File: src/rtl/regfile_wb_ctrl.sv
// Write-side controller for the 32x32 register file.
//
// ALU results are single-cycle and get priority on the one write port. LSU
// results are buffered in a small FIFO. Each FIFO entry is written when the
// ALU does not issue. Per-register write order is kept by stalling an ALU
// result whose destination is still pending in the FIFO, or is being pushed
// into it this cycle. Pending values (FIFO entries and the write-back stage)
// are forwarded to the two read ports, newest first.
//
// Handshakes:
//   ALU: alu_valid is the offer. alu_stall=1 means the result was not taken
//        this cycle, and the ALU must hold it and offer it again. A result
//        with alu_addr==0 is always taken and then discarded.
//   LSU: the result transfers when lsu_valid & lsu_ready. lsu_ready depends
//        only on the registered occupancy. A result with lsu_addr==0
//        transfers but is discarded.
module regfile_wb_ctrl #(
  parameter int DEPTH = 4,
  parameter int AW    = 5,
  parameter int DW    = 32
) (
  input  logic                       clk,
  input  logic                       rst_n,
  input  logic                       alu_valid,
  input  logic [AW-1:0]              alu_addr,
  input  logic [DW-1:0]              alu_data,
  output logic                       alu_stall,
  input  logic                       lsu_valid,
  output logic                       lsu_ready,
  input  logic [AW-1:0]              lsu_addr,
  input  logic [DW-1:0]              lsu_data,
  output logic                       wb_rw,
  output logic [AW-1:0]              wb_addr,
  output logic [DW-1:0]              wb_data,
  input  logic [AW-1:0]              rd_addr1,
  input  logic [AW-1:0]              rd_addr2,
  output logic                       fwd_hit1,
  output logic                       fwd_hit2,
  output logic [DW-1:0]              fwd_data1,
  output logic [DW-1:0]              fwd_data2,
  output logic [$clog2(DEPTH):0]     pend_cnt
);

  localparam int PW = $clog2(DEPTH);

  // FIFO storage and pointers.
  logic [AW-1:0] fifo_addr [DEPTH];
  logic [DW-1:0] fifo_data [DEPTH];
  logic [PW-1:0] head;
  logic [PW-1:0] tail;
  logic [PW:0]   count;

  logic          push_acc;
  logic          push_store;
  logic          do_pop;
  logic          issue_alu;
  logic          fifo_match_alu;
  logic          hit1_raw;
  logic          hit2_raw;
  logic [DW-1:0] data1_raw;
  logic [DW-1:0] data2_raw;

  // The FIFO can accept only when it is not full by the registered count.
  // A pop in the same cycle does not make room.
  assign lsu_ready  = (count != (PW+1)'(DEPTH));
  assign push_acc   = lsu_valid & lsu_ready;
  assign push_store = push_acc & (lsu_addr != '0);

  // Scan the valid entries, oldest to newest, so that later matches override
  // earlier ones. The write-back stage is the oldest candidate.
  always_comb begin
    fifo_match_alu = 1'b0;
    hit1_raw       = wb_rw && (wb_addr == rd_addr1);
    hit2_raw       = wb_rw && (wb_addr == rd_addr2);
    data1_raw      = wb_data;
    data2_raw      = wb_data;
    for (int k = 0; k < DEPTH; k++) begin
      if ((PW+1)'(k) < count) begin
        if (fifo_addr[head + PW'(k)] == alu_addr) begin
          fifo_match_alu = 1'b1;
        end
        if (fifo_addr[head + PW'(k)] == rd_addr1) begin
          hit1_raw  = 1'b1;
          data1_raw = fifo_data[head + PW'(k)];
        end
        if (fifo_addr[head + PW'(k)] == rd_addr2) begin
          hit2_raw  = 1'b1;
          data2_raw = fifo_data[head + PW'(k)];
        end
      end
    end
  end

  // r0 is never forwarded. The data output is zero when there is no hit.
  assign fwd_hit1  = hit1_raw & (rd_addr1 != '0);
  assign fwd_hit2  = hit2_raw & (rd_addr2 != '0);
  assign fwd_data1 = fwd_hit1 ? data1_raw : '0;
  assign fwd_data2 = fwd_hit2 ? data2_raw : '0;

  // Stall the ALU if its destination is still owed an older LSU write.
  assign alu_stall = alu_valid & (alu_addr != '0) &
                     (fifo_match_alu | (push_store & (lsu_addr == alu_addr)));

  // The ALU wins the write port. Otherwise the FIFO head drains. There is no
  // bypass, because count is registered.
  assign issue_alu = alu_valid & ~alu_stall & (alu_addr != '0);
  assign do_pop    = ~issue_alu & (count != '0);

  // FIFO payload: written at the tail on a stored push. No reset is needed,
  // because only entries counted as valid are ever read.
  always_ff @(posedge clk) begin
    if (push_store) begin
      fifo_addr[tail] <= lsu_addr;
      fifo_data[tail] <= lsu_data;
    end
  end

  // FIFO pointers and occupancy. A reset discards everything buffered.
  always_ff @(posedge clk or negedge rst_n) begin
    if (!rst_n) begin
      head  <= '0;
      tail  <= '0;
      count <= '0;
    end else begin
      if (push_store) tail <= tail + 1'b1;
      if (do_pop)     head <= head + 1'b1;
      count <= count + (PW+1)'(push_store) - (PW+1)'(do_pop);
    end
  end

  // Write-back stage: at most one registered write per cycle. Address and
  // data hold their value while idle.
  always_ff @(posedge clk or negedge rst_n) begin
    if (!rst_n) begin
      wb_rw   <= 1'b0;
      wb_addr <= '0;
      wb_data <= '0;
    end else begin
      wb_rw <= issue_alu | do_pop;
      if (issue_alu) begin
        wb_addr <= alu_addr;
        wb_data <= alu_data;
      end else if (do_pop) begin
        wb_addr <= fifo_addr[head];
        wb_data <= fifo_data[head];
      end
    end
  end

  assign pend_cnt = count;

endmodule
File: config.mk
export PLATFORM = sky130hd
export DESIGN_NAME = regfile_wb_ctrl
export DESIGN_NICKNAME = d
export VERILOG_FILES = /design/src/rtl/regfile_wb_ctrl.sv
export SDC_FILE = /design/constraint.sdc
export NUM_CORES = 1
export LEC_CHECK = 0
export CAP_MARGIN = 20
export CELL_PAD_IN_SITES_DETAIL_PLACEMENT = 1
export CELL_PAD_IN_SITES_GLOBAL_PLACEMENT = 1
export CORE_UTILIZATION = 46
export CTS_BUF_LIST = sky130_fd_sc_hd__clkbuf_8
export DETAILED_ROUTE_END_ITERATION = 8
export PLACE_DENSITY = 0.95
export SETUP_SLACK_MARGIN = 0.2
export SYNTH_ARGS = -nofsm -noshare
export SYNTH_HDL_FRONTEND = slang
export SYNTH_SLANG_ARGS = --single-unit
export TNS_END_PERCENT = 5
File: constraint.sdc
create_clock -name clk -period 6.3 [get_ports clk]
set_clock_uncertainty 0.05 [all_clocks]
set_input_delay 0.945 -clock clk [delete_from_list [all_inputs] [get_ports clk]]
set_output_delay 0.945 -clock clk [all_outputs]
set_load 0.03 [all_outputs]
==> results.yml <==
synthesis:
  ys_top_cells_by_area: "edfxtp_1 (32%), mux2_2 (11%), dfrtp_1 (8.1%)"
  synth_cell_types: 54
  ys_seq_area_share_pct: 40.30
  synth-edff-count: 148
  synth_top_area_share_pct: 32.16
  syn_nets: 1528
  synthesis.instances: 1431
  yosys.area.top_type: "edfxtp_1"
  ys_ff_latch: 193
  synth-async-reset-ratio_pct: 23.32
  netlist_area_um2: 13820
  synthFlopType: "edfxtp_1"
  yosys_warnings: 0
  avgSynthCellArea_um2: 9.658
placement:
  place_congestion: 0.9218
  dp.cells: 1915
  portBuffers: 196
  hpwlAfterDp_um: 32410
die:
  core_um2: 29560
  io_pins: 197
  start_util_pct: 46.76
  die_h_um: 175.3
  rows: 63
  die_w_um: 175.3
  die_area_um2: 30740
power:
  share_comb_of_total_power_pct: 67.5
  finalPower_mw: 9.075
  peakVddDrop_mv: 0.3454
  power_per_cell_area_nw_per_um2: 553.0
  p_int_mw: 4.476
  power_switching_share_pct: 50.68
  power_frac_seq_pct: 23.0
  leakagePower_nw: 5.877
  power_switching_mw: 4.600
  p_clk_share_pct: 9.5
layout:
  layout.cells.non_filler: 1949
  area_growth_pct: 18.75
  nNetsFinal: 1641
  fillers: 3265
  drive_gt1_share_pct: 15.41
route:
  drt_iter0_drc: 1120
  wl_per_cell_um: 24.93
  drc: 0
  drt-total-wl_um: 48590
  postRouteAntennaNets: 0
  vias: 12430
  drtPass1Iterations: 6
  via_per_inst: 6.378
clocking:
  cts_made_buffers: 17
  cts_sinks: 193
  cts-root-buf: "clkbuf_8"
  clk_pin_slew_ns: 0.11
  cts.path.max_buffers: 2
  cts_tree: "yes"
  h-tree-depth: 4
  insertion_delay_ns: 0.50
critical_path:
  critPathMaxStageDelay_ns: 0.79
  ff2ff_path_depth: 13
  start_kind: "flip-flop"
  critical_path_class: "flip-flop to primary output"
  required_ns: 5.30
  cp-endpoint: "fwd_data1[0]"
  critPathSlowestCell: "mux4_1"
  reg2reg_from: "head[1]$_DFFE_PN0P_"
  arrival_ns: 4.87
  cp_num_cells: 9
  critPathMaxFanout: 27
  r2r-end: "pend_cnt[2]$_DFF_PN0_"
  r2r_setup_slack_ns: 1.70
  critPathBufInv: 2
  worst_setup_path_end_kind: "primary output"
  path_delay_family: "simple AND/OR/NAND/NOR gates"
  path_cells: "mux4_1 > xor2_1 > or4_4 > or2_2 > buf_4 > o211ai_1 > a21oi_1 > nor3_1 > clkdlybuf4s50_1"
  crit_start: "head[0]$_DFFE_PN0P_"
timing:
  relSlewSlack_pct: 33.55
  period_share_pct: 93.15
  period_needed_ns: 5.868
  rsz0062_at_grt: "false"
  fin_hold_ws_ns: 0.5679
  tns_ns: 0
  setup_viol: 0
  fmax_ghz: 0.1704
  worstMarginPinSlew_ns: 0.9968
  finalHoldViolCount: 0
  drv_slew: 0
grt:
  grt_pass1_wl_um: 74880
  grt_pass1_vias: 13030
  grt_max_degree: 73
  antenna_found_initial: 2
  grtUsageTotal_pct: 31.71
  grt_overflow_total: 0
run_status:
  status: "complete, no violations"
flow_run:
  cap_violations: 0
min_path:
  hold_class: "input pin to asynchronous set/reset pin"
-- stage by stage --
step                cell area [µm²]  setup slack, ns  utilization, %
floorplan                     13820            1.889               -
global placement              16000           0.8024           54.12
detailed placement            16000           0.6081           54.12
CTS                           16400           0.3614           55.48
global route                  16410           0.2240           55.51
finish                        16410           0.4318           55.52
-- placed cells by master (no fill, tap or decap), types with 17 or more instances in the layout --
cell type        count
a211oi_1            32
a21oi_1             97
a22oi_1             31
buf_4               29
clkbuf_8            17
clkdlybuf4s50_1    195
dfrtp_1             43
edfxtp_1           148
mux2_2             139
mux2i_1             69
nand2_1             75
nor2_1             191
nor3_1              61
o211ai_1            32
o21a_1              32
o21ai_0            130
or3_1               33
xnor2_1             39
xor2_1              37
-- kinds of logic (layout without fill, tap and decap cells) --
logic type / after synthesis / after routing / synth area share [%]
DFF: 193 / 193 / 40.30
muxes: 228 / 228 / 19.88
and+or+nand+nor: 412 / 412 / 13.46
AOI/OAI and AO/OA: 366 / 366 / 15.86
buffers and inverters: 147 / 273 / 4.807
other: 0 / 2 / 0
xor gates and xnor gates: 76 / 76 / 4.816
adders and majority gates: 9 / 9 / 0.8691
-- power groups by stage --
stage	Combinational, mW	Clock [mW]	Sequential (mW)
final	6.13	0.865	2.08
after global routing	6.49	0.912	2.13
after global placement	5.75	0	2.07
after floorplan	3.90	0	2.21
after CTS	6.07	0.870	2.08
after detailed placement	6.01	0	2.11
-- worst min path at each step --
stage | slack [ns] | start | cells past startpoint | to
6_report | 0.57 | rst_n | 2 | wb_data[19]$_DFFE_PN0P_
5_1_grt | 0.60 | rst_n | 2 | wb_data[19]$_DFFE_PN0P_
4_1_cts | 0.58 | rst_n | 2 | wb_data[9]$_DFFE_PN0P_
3_5_place_dp | 0.57 | tail[0]$_DFFE_PN0P_ | 2 | tail[0]$_DFFE_PN0P_
3_3_place_gp | 0.56 | tail[1]$_DFFE_PN0P_ | 2 | tail[1]$_DFFE_PN0P_
2_1_floorplan | 0.53 | tail[1]$_DFFE_PN0P_ | 2 | tail[1]$_DFFE_PN0P_
-- Yosys cell counts, types with 2 or more instances --
master and n:
nor2_1 192, edfxtp_1 148, mux2_2 139, o21ai_0 131, a21oi_1 97, clkbuf_1 89
nand2_1 76, mux2i_1 69, nor3_1 62, dfrtp_1 45, xnor2_1 39, xor2_1 37
or3_1 33, a211oi_1 32, o211ai_1 32, o21a_1 32, a22oi_1 31, buf_2 17
buf_1 13, inv_1 12, mux4_1 11, mux4_2 9, nor4_1 9, buf_4 8
ha_1 8, nand3_1 7, and2_1 6, buf_6 6, nand4_1 6, nor3_2 4
or4_1 4, a221oi_1 3, nand2b_1 2, o2111ai_1 2
-- area by class of cell --
cell class | count | area (µm²) | area share, %
multi-input combinational | 1091 | 7652 | 46.63
sequential | 193 | 5578 | 33.99
tap | 390 | 488.0 | 2.973
clock buffer | 17 | 234.0 | 1.426
inverter | 13 | 51.30 | 0.3126
antenna | 2 | 5.005 | 0.03049
timing repair buffer | 228 | 2235 | 13.62
clock inverter | 15 | 168.9 | 1.029
-- worst reg2reg max path, cell delays in order, from the launching register on --
cell	delay, ns
dfrtp_4	0.64
buf_4	0.51
mux4_2	0.66
xnor2_1	0.18
nand4_1	0.11
nor3_1	0.06
nor4_1	0.81
a21oi_1	0.29
ha_1	0.36
inv_1	0.06
ha_1	0.13
inv_1	0.06
fa_1	0.42
xor2_1	0.17
-- sequential cells by signal (all words and copies together) (netlist names) --
| name | count |
|---|---|
| wb_addr | 5 |
| fifo_addr | 20 |
| fifo_data | 128 |
| wb_data | 32 |
| wb_rw | 1 |
| pend_cnt | 3 |
| tail | 2 |
| head | 2 |
-- layer usage --
layer	global-route usage [%]	wire, µm
met3	4.978	3430
met5	0	0
met4	13.55	2016
met2	54.99	23960
met1	39.08	19180
-- timing repair --
| action | CTS | global route |
|---|---|---|
| hold buffers | 0 | 0 |
| setup endpoints to repair | 0 | 1 |
| setup buffers | 0 | 0 |
| resized for setup | 0 | 1 |
Power figures use the tool's default switching activity.
